## src/rtl/ps2_host_tx.sv

```systemverilog
// PS/2 host-to-device transmitter: request-to-send, 11-bit frame clocked by the device,
// then the ack bit. Both lines are driven open-collector through registered output enables.
module ps2_host_tx #(
  parameter int unsigned RTS_CYCLES     = 6000,
  parameter int unsigned FILTER_LEN     = 8,
  parameter int unsigned TIMEOUT_CYCLES = 1000000
) (
  input  logic       clk,
  input  logic       reset,
  input  logic       ps2c_in,
  input  logic       ps2d_in,
  input  logic       wr_ps2,
  input  logic [7:0] din,
  output logic       ps2c_oe,
  output logic       ps2d_oe,
  output logic       tx_idle,
  output logic       rx_en,
  output logic       tx_done_tick,
  output logic       ack_err,
  output logic       timeout_err
);

  localparam int unsigned RTS_W = $clog2(RTS_CYCLES);
  localparam int unsigned FLT_W = $clog2(FILTER_LEN) + 1;
  localparam int unsigned WD_W  = $clog2(TIMEOUT_CYCLES + 1);

  typedef enum logic [2:0] {IDLE, RTS, START, DATA, STOP, ACK} state_t;

  logic [1:0]       c_sync, d_sync;
  logic             filt_q, fall_tick_q;
  logic [FLT_W-1:0] flt_cnt_q;

  state_t           state_q, state_d;
  logic [RTS_W-1:0] rts_q, rts_d;
  logic [WD_W-1:0]  wd_q, wd_d;
  logic [8:0]       shreg_q, shreg_d;
  logic [3:0]       n_q, n_d;
  logic             ps2c_oe_d, ps2d_oe_d, tx_idle_d, done_d, ack_err_d, to_err_d;

  // Synchronizers and clock glitch filter; fall_tick marks a filtered 1->0 transition
  always_ff @(posedge clk or negedge reset) begin
    if (!reset) begin
      c_sync      <= 2'b11;
      d_sync      <= 2'b11;
      filt_q      <= 1'b1;
      flt_cnt_q   <= '0;
      fall_tick_q <= 1'b0;
    end else begin
      c_sync      <= {c_sync[0], ps2c_in};
      d_sync      <= {d_sync[0], ps2d_in};
      fall_tick_q <= 1'b0;
      if (c_sync[1] == filt_q) begin
        flt_cnt_q <= '0;
      end else if (flt_cnt_q == FLT_W'(FILTER_LEN - 1)) begin
        filt_q      <= c_sync[1];
        flt_cnt_q   <= '0;
        fall_tick_q <= filt_q;
      end else begin
        flt_cnt_q <= flt_cnt_q + FLT_W'(1);
      end
    end
  end

  // State and registered outputs
  always_ff @(posedge clk or negedge reset) begin
    if (!reset) begin
      state_q      <= IDLE;
      rts_q        <= '0;
      wd_q         <= '0;
      shreg_q      <= '0;
      n_q          <= '0;
      ps2c_oe      <= 1'b0;
      ps2d_oe      <= 1'b0;
      tx_idle      <= 1'b1;
      rx_en        <= 1'b1;
      tx_done_tick <= 1'b0;
      ack_err      <= 1'b0;
      timeout_err  <= 1'b0;
    end else begin
      state_q      <= state_d;
      rts_q        <= rts_d;
      wd_q         <= wd_d;
      shreg_q      <= shreg_d;
      n_q          <= n_d;
      ps2c_oe      <= ps2c_oe_d;
      ps2d_oe      <= ps2d_oe_d;
      tx_idle      <= tx_idle_d;
      rx_en        <= tx_idle_d;
      tx_done_tick <= done_d;
      ack_err      <= ack_err_d;
      timeout_err  <= to_err_d;
    end
  end

  // Next state; line enables are derived from the next state so they stay registered
  always_comb begin
    state_d   = state_q;
    rts_d     = rts_q;
    wd_d      = wd_q;
    shreg_d   = shreg_q;
    n_d       = n_q;
    done_d    = 1'b0;
    ack_err_d = ack_err;
    to_err_d  = timeout_err;
    ps2c_oe_d = 1'b0;
    ps2d_oe_d = 1'b0;
    tx_idle_d = 1'b0;

    case (state_q)
      IDLE: begin
        if (wr_ps2) begin
          shreg_d   = {~^din, din};
          ack_err_d = 1'b0;
          to_err_d  = 1'b0;
          rts_d     = RTS_W'(RTS_CYCLES - 1);
          state_d   = RTS;
        end
      end
      RTS: begin
        if (rts_q == '0) begin
          wd_d    = '0;
          state_d = START;
        end else begin
          rts_d = rts_q - RTS_W'(1);
        end
      end
      START: begin
        if (fall_tick_q) begin
          n_d     = 4'd8;
          state_d = DATA;
        end
      end
      DATA: begin
        if (fall_tick_q) begin
          shreg_d = {1'b0, shreg_q[8:1]};
          if (n_q == 4'd0) state_d = STOP;
          else             n_d = n_q - 4'd1;
        end
      end
      STOP: begin
        if (fall_tick_q) state_d = ACK;
      end
      ACK: begin
        if (fall_tick_q) begin
          ack_err_d = d_sync[1];
          done_d    = 1'b1;
          state_d   = IDLE;
        end
      end
      default: state_d = IDLE;
    endcase

    // Watchdog covers the device-clocked phases and overrides a coincident fall_tick
    if (state_q inside {START, DATA, STOP, ACK}) begin
      if (wd_q == WD_W'(TIMEOUT_CYCLES - 1)) begin
        state_d   = IDLE;
        to_err_d  = 1'b1;
        done_d    = 1'b0;
        ack_err_d = ack_err;
      end else begin
        wd_d = wd_q + WD_W'(1);
      end
    end

    case (state_d)
      RTS:     ps2c_oe_d = 1'b1;
      START:   ps2d_oe_d = 1'b1;
      DATA:    ps2d_oe_d = ~shreg_d[0];
      default: ps2d_oe_d = 1'b0;
    endcase
    tx_idle_d = (state_d == IDLE);
  end

endmodule

```

## config.mk

```make
export PLATFORM = sky130hd
export DESIGN_NAME = ps2_host_tx
export DESIGN_NICKNAME = d
export VERILOG_FILES = /design/src/rtl/ps2_host_tx.sv
export SDC_FILE = /design/constraint.sdc
export NUM_CORES = 1
export LEC_CHECK = 0
export CAP_MARGIN = 20
export CORE_UTILIZATION = 50
export DETAILED_ROUTE_END_ITERATION = 7
export PLACE_DENSITY_LB_ADDON = 0.12
export SYNTH_ARGS = -nofsm -noshare
export SYNTH_HDL_FRONTEND = slang
export SYNTH_SLANG_ARGS = --single-unit
export TNS_END_PERCENT = 1
```

## constraint.sdc

```tcl
create_clock -name clk -period 2.45 [get_ports clk]
set_input_delay 0.49 -clock clk [delete_from_list [all_inputs] [get_ports clk]]
set_output_delay 0.49 -clock clk [all_outputs]
set_load 0.01 [all_outputs]
```

== Word level (Yosys, flattened, before mapping) ==
Cells that the tools add are included.

* Flip-flop bits (word level): 65
* Input bits: 13
* Output and inout port bits: 7

* $add $sub $neg: 4
* Eq/ne operators: 17
* Multiplexer cells: 43
* Bitwise gates (word level): 2
* Reductions and logical operators: 13

{| class="wikitable"
|+ Operators with widths
! operator !! number
|-
| $mux 20 || 4
|-
| $mux 3 || 9
|-
| $mux 13 || 2
|-
| $pmux 13 s2 || 1
|-
| $add 20x1->20 const B || 1
|-
| $eq 20x20->1 const B || 1
|-
| $mux 4 || 5
|-
| $mux 9 || 2
|-
| $pmux 3 s6 || 1
|-
| $pmux 9 s2 || 1
|-
| $mux 1 || 15
|-
| $logic_not 13->1 || 1
|-
| $sub 13x1->13 const B || 1
|-
| $eq 3x2->1 const B || 4
|-
| $ne 2x2->1 const B || 6
|-
| $pmux 4 s2 || 1
|-
| $reduce_xnor 8->1 || 1
|-
| $eq 3x1->1 const B || 2
|-
| $eq 3x3->1 const B || 2
|-
| $logic_not 3->1 || 2
|-
| $reduce_and 3->1 || 2
|-
| $reduce_bool 2->1 || 3
|-
| $add 4x1->4 const B || 1
|-
| $eq 4x3->1 const B || 1
|-
| other kinds (8) || 10
|}

== Logic depth before layout (Yosys ltp) ==
* Word-level depth: 8
* Depth in mapped cells: 7
* Mapped depth without buffers: 7

== Least setup slack after synthesis ==
No wires, ideal clock.

* Kind: register to register
* Start point: reg rts_q[0]
* End point: reg wd_q[13]
* Data arrival time: 1.765 ns
* Data required time: 2.326 ns
* Path slack: 0.561 ns
* Stages on the path, launching flop included: 8
* Path buffers: 1
* Cell sequence: dfrtp_1 inv_1 ha_1 nor3b_1 nand4_2 and2_1 buf_6 a211o_1

* Cells in the longest elaborated chain, start to end: 5

{| class="wikitable"
|+ Ends and longest elaborated chain
! item !! RTL line !! text
|-
| start: declaration || 34 || <nowiki>logic [RTS_W-1:0] rts_q, rts_d;</nowiki>
|-
| start signal: assignment || 81 || <nowiki>rts_q <= rts_d;</nowiki>
|-
| $logic_not 13->1 * || 120 || <nowiki>if (rts_q == '0) begin</nowiki>
|-
| $mux 20 * || 120 ||
|-
| $mux 20 * || 109 || <nowiki>case (state_q)</nowiki>
|-
| $mux 20 || 155 || <nowiki>if (wd_q == WD_W'(TIMEOUT_CYCLES - 1)) begin</nowiki>
|-
| $mux 20 * || 154 || <nowiki>if (state_q inside {START, DATA, STOP, ACK}) begin</nowiki>
|-
| named net wd_d[13] || 35 || <nowiki>logic [WD_W-1:0] wd_q, wd_d;</nowiki>
|-
| end signal: assignment || 82 || <nowiki>wd_q <= wd_d;</nowiki>
|-
| end: declaration || 35 ||
|}

Mark *: on every way through the listed nets, which the timed path passes. The rest lies on a longest branch.
A chain may end at the register's enable or synchronous reset.

== Worst setup path after layout ==
* Start point: reg wd_q[0]
* End point: reg wd_q[7]

* Cells in the longest elaborated chain, start to end: 3

{| class="wikitable"
|+ Ends and longest elaborated chain
! item !! RTL line
|-
| $add 20x1->20 or $eq 20x20->1 (tied branches) || 161, 155
|-
| $mux 20 * || 155
|-
| $mux 20 * || 154
|-
| named net wd_d[7] || 35
|}

Marks and branches as above.

==> impl_metrics.toml <==
[run_status]
status = "finished with violations"
violations = "design-rule violations"

[timing]
fin_crit_sh_pct = 84.1
setup_tns_ns = 0
slew_viol_final = 0
hold_viol_final = 0
rsz0062_at_grt = "false"
worst_pin_slew_ns = 0.550
setup-violations-final = 0
skew_ns = 0.00991
slew_headroom_pct = 63.1
fin_crit_ns = 2.06
max_clock_freq_mhz = 485

[pwr]
powerDensity_nw_per_um2 = 698
p_clk_share_pct = 37.3
p_int_w = 0.00197
p_comb_share_pct = 13.5
p_leak_nw = 1.68
seqPwrFrac_pct = 49.2
switching_power_w = 0.000754
switching_share_pct = 27.7
vdd_drop_max_v = 0.000464

[logic_synthesis]
synth_seq_area_share_pct = 47.6
async_flop_share_pct = 100
synth_warnings = 0
synth-seq-cells = 65
ys.flop_type = "dfrtp_1"
syn_area_um2 = 3430
yosysUniqueCellTypes = 56
synthCells = 345
syn_area_per_cell_um2 = 9.96
synth-edff-count = 0
syn_nets = 364

[floorplan]
chipWidth_um = 84.9
placementRows = 29
dieArea_um2 = 7200
ios = 20
core_area_um2 = 6490
die_y_um = 84.9
initial_core_util_pct = 52.9

[clock_network]
cts.sink_count = 65
clkTransAtPathRegs_ns = 0.07
htreeDepth = 3
cts_hold_repair.buffers = 0
cts_resized = 0
postCtsSetupBuffers = 0
clk_latency_ns = 0.35
root_buffer = "clkbuf_8"
cts_tree = "built"
numCtsBuffers = 9
cts_buffer_depth = 2

[setup_path]
crit_type = "reg2reg"
reg2reg_to = "wd_q[7]$_DFF_PN0_"
crit_end = "wd_q[7]$_DFF_PN0_"
cp-end-kind = "flop"
reg2reg_depth = 6
crit_required_ns = 2.68
crit_start = "wd_q[0]$_DFF_PN0_"
cp.arrival_ns = 2.29
r2r_start = "wd_q[0]$_DFF_PN0_"
start_kind = "flop"
crit_fanout = 10
reg2reg_slack_ns = 0.39

[global_route]
grt_pass1_wl_mm = 12.2
grt_max_degree = 66
gr-usage-all-layers_pct = 21.4
grt_pass1_vias = 2610
antenna_found_initial = 0
gr-total-overflow = 0

[detailed_routing]
vias = 2664
wl_mm = 6.78
dr.pass1.iters = 7
viasPerCell = 5.93
ant_nets = 0
drtIter0Drc = 157
drc = 2
detail_route.wl_per_cell_um = 15.1

[finish]
final_common_cell = "dfrtp_1"
n_antenna_cell = 0
nFillCells = 562
drive_gt1_share_pct = 12.6
seqCellArea_um2 = 1630
area_growth_pct = 13.5
final_cell_mix = "dfrtp_1, nand2_1, nor2_1, o21ai_0"
multi_input_area_um2 = 1650
fin_nets = 386
fin_area_um2 = 3900

[job]
max-cap-violations = 0

[placed_design]
gp_congestion = 0.858
placement.io_buffers = 19
dpl.hpwl_mm = 4.67
place_area_um2 = 3680

[worst_hold_path]
min_path_type = "in2async"
==> power groups by stage <==
stage               registers [W]  logic, W  clock network [W]
floorplan                 0.00133  0.000266                  0
global placement          0.00135  0.000361                  0
detailed placement        0.00136  0.000375                  0
CTS                       0.00134  0.000376            0.00104
global route              0.00136  0.000423            0.00109
finish                    0.00134  0.000369            0.00101
==> how the worst min path moves through the flow <==
stage                                      to  slack [ns]                start
after detailed placement  c_sync[1]$_DFF_PN1_        0.35  c_sync[0]$_DFF_PN1_
after global placement    d_sync[1]$_DFF_PN1_        0.35  d_sync[0]$_DFF_PN1_
final                      n_q[1]$_DFFE_PN0P_        0.15                reset
after CTS                  n_q[1]$_DFFE_PN0P_        0.15                reset
after global routing        wd_q[8]$_DFF_PN0_        0.18                reset
after floorplan           ack_err$_DFFE_PN0P_        0.19                reset
==> cell usage after synthesis, drive strengths merged (2+ instances only) <==
master,n,area [um2]
and3,7,45.1
ha,6,75.1
xor2,10,87.6
nor2,24,90.1
a31oi,2,12.5
nand2b,5,31.3
dfrtp,59,1480
nor2b,3,26.3
o31ai,4,30.0
a2bb2oi,2,17.5
nor3b,4,30.0
nand4,13,93.8
nand3,18,90.1
or3,4,30.0
or2b,2,17.5
o21ai,25,133
buf,8,76.3
a21oi,7,35.0
nor4,5,37.5
a22oi,8,60.1
nor3,18,95.1
dfstp,6,158
a211o,7,61.3
a21o,2,15.0
or4,2,15.0
inv,14,52.6
mux2i,9,90.1
nor4b,4,41.3
a22o,4,35.0
xnor2,9,78.8
o211ai,2,15.0
or2,2,12.5
nand2,26,97.6
clkbuf,7,26.3
and2,7,43.8
==> flip-flops by register name (all words and copies together), names as in the netlist, 2 cells and up <==
signal,flops
shreg_q,9
d_sync,2
wd_q,20
n_q,4
c_sync,2
flt_cnt_q,4
state_q,3
rts_q,13
==> final cells by class <==
cell class	count	area share, %
Sequential cell	65	41.9
Clock buffer	9	3.18
Multi-Input combinational cell	251	42.2
Tap cell	77	2.47
Timing Repair Buffer	26	6.42
Clock inverter	7	2.44
Inverter	14	1.35
==> worst max-delay path, cell delays in order, from the launching register on <==
cell and delay [ns]:
dfrtp_1 0.40, ha_1 0.27, and3_1 0.19, nand4_1 0.22
o21a_1 0.38, and3_1 0.23, a211o_1 0.26
==> cell families (layout without fill, tap and decap cells) <==
group                    after synthesis  after routing  share of synthesized area [%]
AO/OA/AOI/OAI                         67             67                           12.9
AND/OR/NAND/NOR                      148            148                           24.7
flip-flops                            65             65                           47.6
XOR/XNOR                              19             19                           4.85
multiplexers                          10             10                           2.95
buffers and inverters                 29             56                           4.52
adder cells (fa/ha/maj)                7              7                           2.48
==> per-layer routing <==
layer / part of all wire [%] / track usage (%)
met4: 1.5 / 8.32
met5: 0 / 0
met1: 47 / 29.8
met2: 47 / 33.5
met3: 4.1 / 3.89
==> through the flow <==
stage                     hold WS, ns  utilization [%]  power (W)  std cells  setup slack, ns
after CTS                       0.155             60.0    0.00275        449            0.396
after floorplan                 0.194                -    0.00159        345            0.561
after detailed placement        0.347             56.6    0.00173        433            0.339
after global routing            0.185             60.0    0.00287        449            0.236
final                           0.149             60.0    0.00272        449            0.389
after global placement          0.346             56.6    0.00171        433            0.331
Note: power is estimated with default switching activity, not from simulation.
